[config.mk]
export PLATFORM = sky130hd
export DESIGN_NAME = sa_result_writer
export DESIGN_NICKNAME = d
export VERILOG_FILES = /design/src/rtl/sa_result_writer.sv
export SDC_FILE = /design/constraint.sdc
export NUM_CORES = 1
export LEC_CHECK = 0
export BUFFER_PORTS_ARGS = -buffer_cell sky130_fd_sc_hd__buf_2
export CORE_ASPECT_RATIO = 0.6
export CORE_MARGIN = 1.5
export CORE_UTILIZATION = 30
export DETAILED_ROUTE_END_ITERATION = 8
export PLACE_DENSITY = 0.51
export SLEW_MARGIN = 20
export SYNTH_ARGS = -nofsm -noshare
export SYNTH_HDL_FRONTEND = slang
export SYNTH_SLANG_ARGS = --single-unit
[constraint.sdc]
create_clock -name clk -period 4.6 [get_ports clk]
set_input_delay 0 -clock clk [delete_from_list [all_inputs] [get_ports clk]]
set_output_delay 0 -clock clk [all_outputs]
set_load 0.02 [all_outputs]
[src/rtl/sa_result_writer.sv]
// Result drain for the 3x3 systolic array: snapshots nine PE results on a start
// pulse and streams them, optionally saturated to 8 bits, into the result memory.
module sa_result_writer #(
  parameter int RES_W  = 16,
  parameter bit SAT_EN = 1'b1
) (
  input  logic             clk,
  input  logic             rst,
  input  logic             en,
  input  logic [5:0]       base_addr,
  input  logic [RES_W-1:0] result_1,
  input  logic [RES_W-1:0] result_2,
  input  logic [RES_W-1:0] result_3,
  input  logic [RES_W-1:0] result_4,
  input  logic [RES_W-1:0] result_5,
  input  logic [RES_W-1:0] result_6,
  input  logic [RES_W-1:0] result_7,
  input  logic [RES_W-1:0] result_8,
  input  logic [RES_W-1:0] result_9,
  output logic             busy_o,
  output logic             is_done_o,
  output logic [5:0]       addr,
  output logic [7:0]       wdata,
  output logic             we
);

  typedef enum logic [1:0] {
    IDLE  = 2'd0,
    WRITE = 2'd1,
    DONE  = 2'd2
  } state_t;

  state_t           state_q, state_d;
  logic [3:0]       cnt_q, cnt_d;
  logic [5:0]       base_q, base_d;
  logic [RES_W-1:0] buf_q [9];
  logic [RES_W-1:0] buf_d [9];
  logic             busy_q, busy_d;
  logic             done_q, done_d;
  logic             we_q, we_d;
  logic [5:0]       addr_q, addr_d;
  logic [7:0]       wdata_q, wdata_d;
  logic [3:0]       nxt_cnt;
  logic [RES_W-1:0] res_in [9];

  // Signed saturation to [-128,127] (or plain truncation) of one PE result.
  function automatic logic [7:0] conv(input logic [RES_W-1:0] x);
    logic signed [31:0] xe;
    xe = 32'(signed'(x));
    if (SAT_EN == 1'b0) begin
      conv = x[7:0];
    end else if (xe > 32'sd127) begin
      conv = 8'h7F;
    end else if (xe < -32'sd128) begin
      conv = 8'h80;
    end else begin
      conv = x[7:0];
    end
  endfunction

  assign res_in[0] = result_1;
  assign res_in[1] = result_2;
  assign res_in[2] = result_3;
  assign res_in[3] = result_4;
  assign res_in[4] = result_5;
  assign res_in[5] = result_6;
  assign res_in[6] = result_7;
  assign res_in[7] = result_8;
  assign res_in[8] = result_9;

  // Next-state and next-output logic; outputs are computed one edge ahead so the
  // first write appears in the cycle right after the start edge.
  always_comb begin
    state_d = state_q;
    cnt_d   = cnt_q;
    base_d  = base_q;
    for (int i = 0; i < 9; i++) begin
      buf_d[i] = buf_q[i];
    end
    busy_d  = busy_q;
    done_d  = done_q;
    we_d    = we_q;
    addr_d  = addr_q;
    wdata_d = wdata_q;
    nxt_cnt = cnt_q + 4'd1;

    case (state_q)
      IDLE: begin
        if (en) begin
          for (int i = 0; i < 9; i++) begin
            buf_d[i] = res_in[i];
          end
          base_d  = base_addr;
          cnt_d   = 4'd0;
          state_d = WRITE;
          busy_d  = 1'b1;
          done_d  = 1'b0;
          we_d    = 1'b1;
          addr_d  = base_addr;
          wdata_d = conv(res_in[0]);
        end else begin
          state_d = IDLE;
        end
      end
      WRITE: begin
        if (cnt_q == 4'd8) begin
          state_d = DONE;
          we_d    = 1'b0;
          done_d  = 1'b1;
        end else begin
          cnt_d   = nxt_cnt;
          addr_d  = base_q + {2'b00, nxt_cnt};
          wdata_d = conv(buf_q[nxt_cnt]);
        end
      end
      DONE: begin
        state_d = IDLE;
        cnt_d   = 4'd0;
        done_d  = 1'b0;
        busy_d  = 1'b0;
        we_d    = 1'b0;
      end
      default: begin
        state_d = IDLE;
        cnt_d   = 4'd0;
        done_d  = 1'b0;
        busy_d  = 1'b0;
        we_d    = 1'b0;
      end
    endcase
  end

  // State, snapshot buffer and output registers.
  always_ff @(posedge clk or negedge rst) begin
    if (!rst) begin
      state_q <= IDLE;
      cnt_q   <= 4'd0;
      base_q  <= 6'd0;
      for (int i = 0; i < 9; i++) begin
        buf_q[i] <= '0;
      end
      busy_q  <= 1'b0;
      done_q  <= 1'b0;
      we_q    <= 1'b0;
      addr_q  <= 6'd0;
      wdata_q <= 8'd0;
    end else begin
      state_q <= state_d;
      cnt_q   <= cnt_d;
      base_q  <= base_d;
      for (int i = 0; i < 9; i++) begin
        buf_q[i] <= buf_d[i];
      end
      busy_q  <= busy_d;
      done_q  <= done_d;
      we_q    <= we_d;
      addr_q  <= addr_d;
      wdata_q <= wdata_d;
    end
  end

  assign busy_o    = busy_q;
  assign is_done_o = done_q;
  assign we        = we_q;
  assign addr      = addr_q;
  assign wdata     = wdata_q;

endmodule

==> reports/results.ini <==
[run_status]
outcome = finished clean

[clock_tree]
cts.path.max_buffers = 2
root_buffer = clkbuf_16
clock-sinks = 173
cts.repair.resized = 0
clock_latency_ns = 0.44
cts_inserted_buffers = 17
clk_pin_slew_worst_paths_ns = 0.06
htreeDepth = 4
post_cts_buffers = 0
hold_buffers = 152
cts_tree = done

[timing]
rsz0062_at_grt = false
setup_viol_count_final = 0
drv_slew = 0
relSlewSlack_pct = 39.23
finalHoldViolations = 0
fin_setup_tns_ns = 0
period_share_pct = 78.23
max_clock_freq_mhz = 277.9
layout_min_cycle_time_ns = 3.599
tightest_slew_ns = 0.9116
final.setup_skew_ns = 0.006233

[pwr]
peakVddDrop_mv = 0.2609
p_sw_uw = 3048
internal_power_uw = 5021
pwr-share-clk_pct = 17.1
p_per_area_nw_per_um2 = 703.1
comb_power_share_pct = 47.4
total_power_uw = 8068
leakage_uw = 0.004945
switching_share_pct = 37.77
seqPwrFrac_pct = 35.5

[finish]
nets = 1084
final_area_um2 = 11470
fillCellCount = 2514
regArea_um2 = 4333
post-route-util_pct = 43.15
drive_gt1_share_pct = 41.58
final_cell_mix = 172 x dfrtp_1, 168 x buf_2, 152 x dlygate4sd3_1, 149 x mux2_2, 41 x nand2_1
multiInputGateArea_um2 = 3656
layout_commonest_cell = dfrtp_1
antenna_cells = 0
area_growth_pct = 40.44

[synth]
ys_types = 52
yosys.area.top_type = dfrtp_1
syn-cell-area_um2 = 8170
ys_ff_latch = 173
synth_ff_type = dfrtp_1
synth_area_leaders = dfrtp_1 53%, mux2_2 21%, mux4_2 6.9%
async_reset_ff_share_pct = 100.0
syn_avg_cell_area_um2 = 13.31
synth-edff-count = 0
syn_nets = 773
synth_top_area_share_pct = 52.99
yosysWarnings = 0
syn_inst = 614
seq_area_frac_synth_pct = 52.99

[place]
place_hpwl_mm = 16.85
dpl_cell_area_um2 = 9403
port-buffer-count = 169
gp_congestion = 0.8263

[die]
dieWidth_um = 216.1
start_util_pct = 30.73
fp.dieH_um = 130.8
rows = 46
fp.dieArea_um2 = 28270
core_area_um2 = 26590
ios = 170

[critical_path]
max_stage_delay_ns = 0.82
crit_chain = inv_1 -> ha_2 -> buf_4 -> mux4_2 -> nand2_1 -> a21oi_1 -> a21oi_1 -> o31ai_1 -> nand2_1 -> a32o_1
crit_type = reg -> reg
reg2reg_slack_ns = 1.00
worst-path-max-fanout = 28
cp_data_required_time_ns = 4.93
critical_path_arrival_ns = 3.93
slowest_stage = ha_2
rr_startpoint = cnt_q[0]
reg2reg_to = wdata[3]
cp_num_buf_inv = 2
endpoint_kind = register
reg2regPathDepth = 10
crit_family = compound AO/OA/AOI/OAI gates
cp-start-kind = register

[global_route]
grt_pass1_wl_mm = 37.74
grt_overflow = 0
grt_max_degree = 155
grtUsageTotal_pct = 18.05
antenna_found_initial = 0
grt_pass1_vias = 6334

[detailed_routing]
ant_nets = 0
vias = 6177
drtIter0Drc = 373
drc_errors = 0
routedWlPerCell_um = 18.96
wirelength_mm = 24.61
dr.pass1.iters = 5
via_per_inst = 4.759

[hold_path]
hold_path_class = in -> async

[run]
maxCapViolations = 0

==> registers in the layout (all words and copies together), names as in the netlist <==
name / flops
we: 1
addr: 6
state_q: 2
buf_q: 144
is_done_o: 1
wdata: 8
cnt_q: 4
busy_o: 1
base_q: 6
==> cell usage after synthesis (3+ instances only) <==
master,count
buf_2,4
a21o_1,3
a31oi_1,9
clkbuf_1,25
o21ai_0,13
mux2_2,149
nor4_1,4
nand3_1,5
a32o_1,7
nor2_1,25
nand2b_1,4
buf_4,5
mux4_2,25
mux2i_1,21
ha_1,6
inv_1,8
dfrtp_1,173
xor2_1,3
nor2b_1,11
nor3b_1,4
nand2_1,41
a21oi_1,29
==> worst max path at each step <==
| stage | startpoint | to | cells after the start |
|---|---|---|---|
| floorplan | cnt_q[0] | wdata[0] | 14 |
| global placement | cnt_q[0] | wdata[5] | 10 |
| detailed placement | cnt_q[0] | wdata[5] | 10 |
| CTS | cnt_q[0] | wdata[5] | 10 |
| global route | cnt_q[0] | wdata[3] | 10 |
| finish | cnt_q[0] | wdata[3] | 10 |
==> layer usage <==
metal  vias up  GRT usage, %  routed length, µm
li1       2881             -                  -
met1      3134         27.43              12850
met2       147         25.11              10270
met3        15         4.630               1271
met4         0         4.779                221
met5         -             0                  0
==> metrics by stage <==
stage	setup WS (ns)	cells	hold slack (ns)
4_1_cts	0.9761	1298	0.2350
3_5_place_dp	0.9727	1114	0.1443
3_3_place_gp	1.118	1114	0.1364
6_report	1.001	1298	0.2082
2_1_floorplan	0.9762	614	-0.2956
5_1_grt	0.7225	1298	0.2797
==> logic make-up after synthesis <==
kind of cell | share of synthesized area, %
flip-flops | 52.99
adder cells (fa/ha/maj) | 1.041
XOR/XNOR | 0.9344
AO/OA/AOI/OAI | 6.110
AND/OR/NAND/NOR | 6.570
multiplexers | 30.00
buffers and inverters | 2.358
==> power groups by stage <==
stage	Sequential (µW)	Clock [µW]	Combinational [µW]
6_report	2860	1380	3830
3_5_place_dp	2900	0	3730
3_3_place_gp	2900	0	3690
5_1_grt	2970	1480	4200
2_1_floorplan	2690	0	2820
4_1_cts	2870	1420	3850
==> layout make-up <==
class                           instances  area share [%]
Timing Repair Buffer                  328           21.36
Inverter                                9          0.2944
Clock buffer                           19           3.773
Tap cell                              360           3.925
Clock inverter                         13           1.025
Sequential cell                       173           37.76
Multi-Input combinational cell        396           31.86
Power figures use the tool's default switching activity.
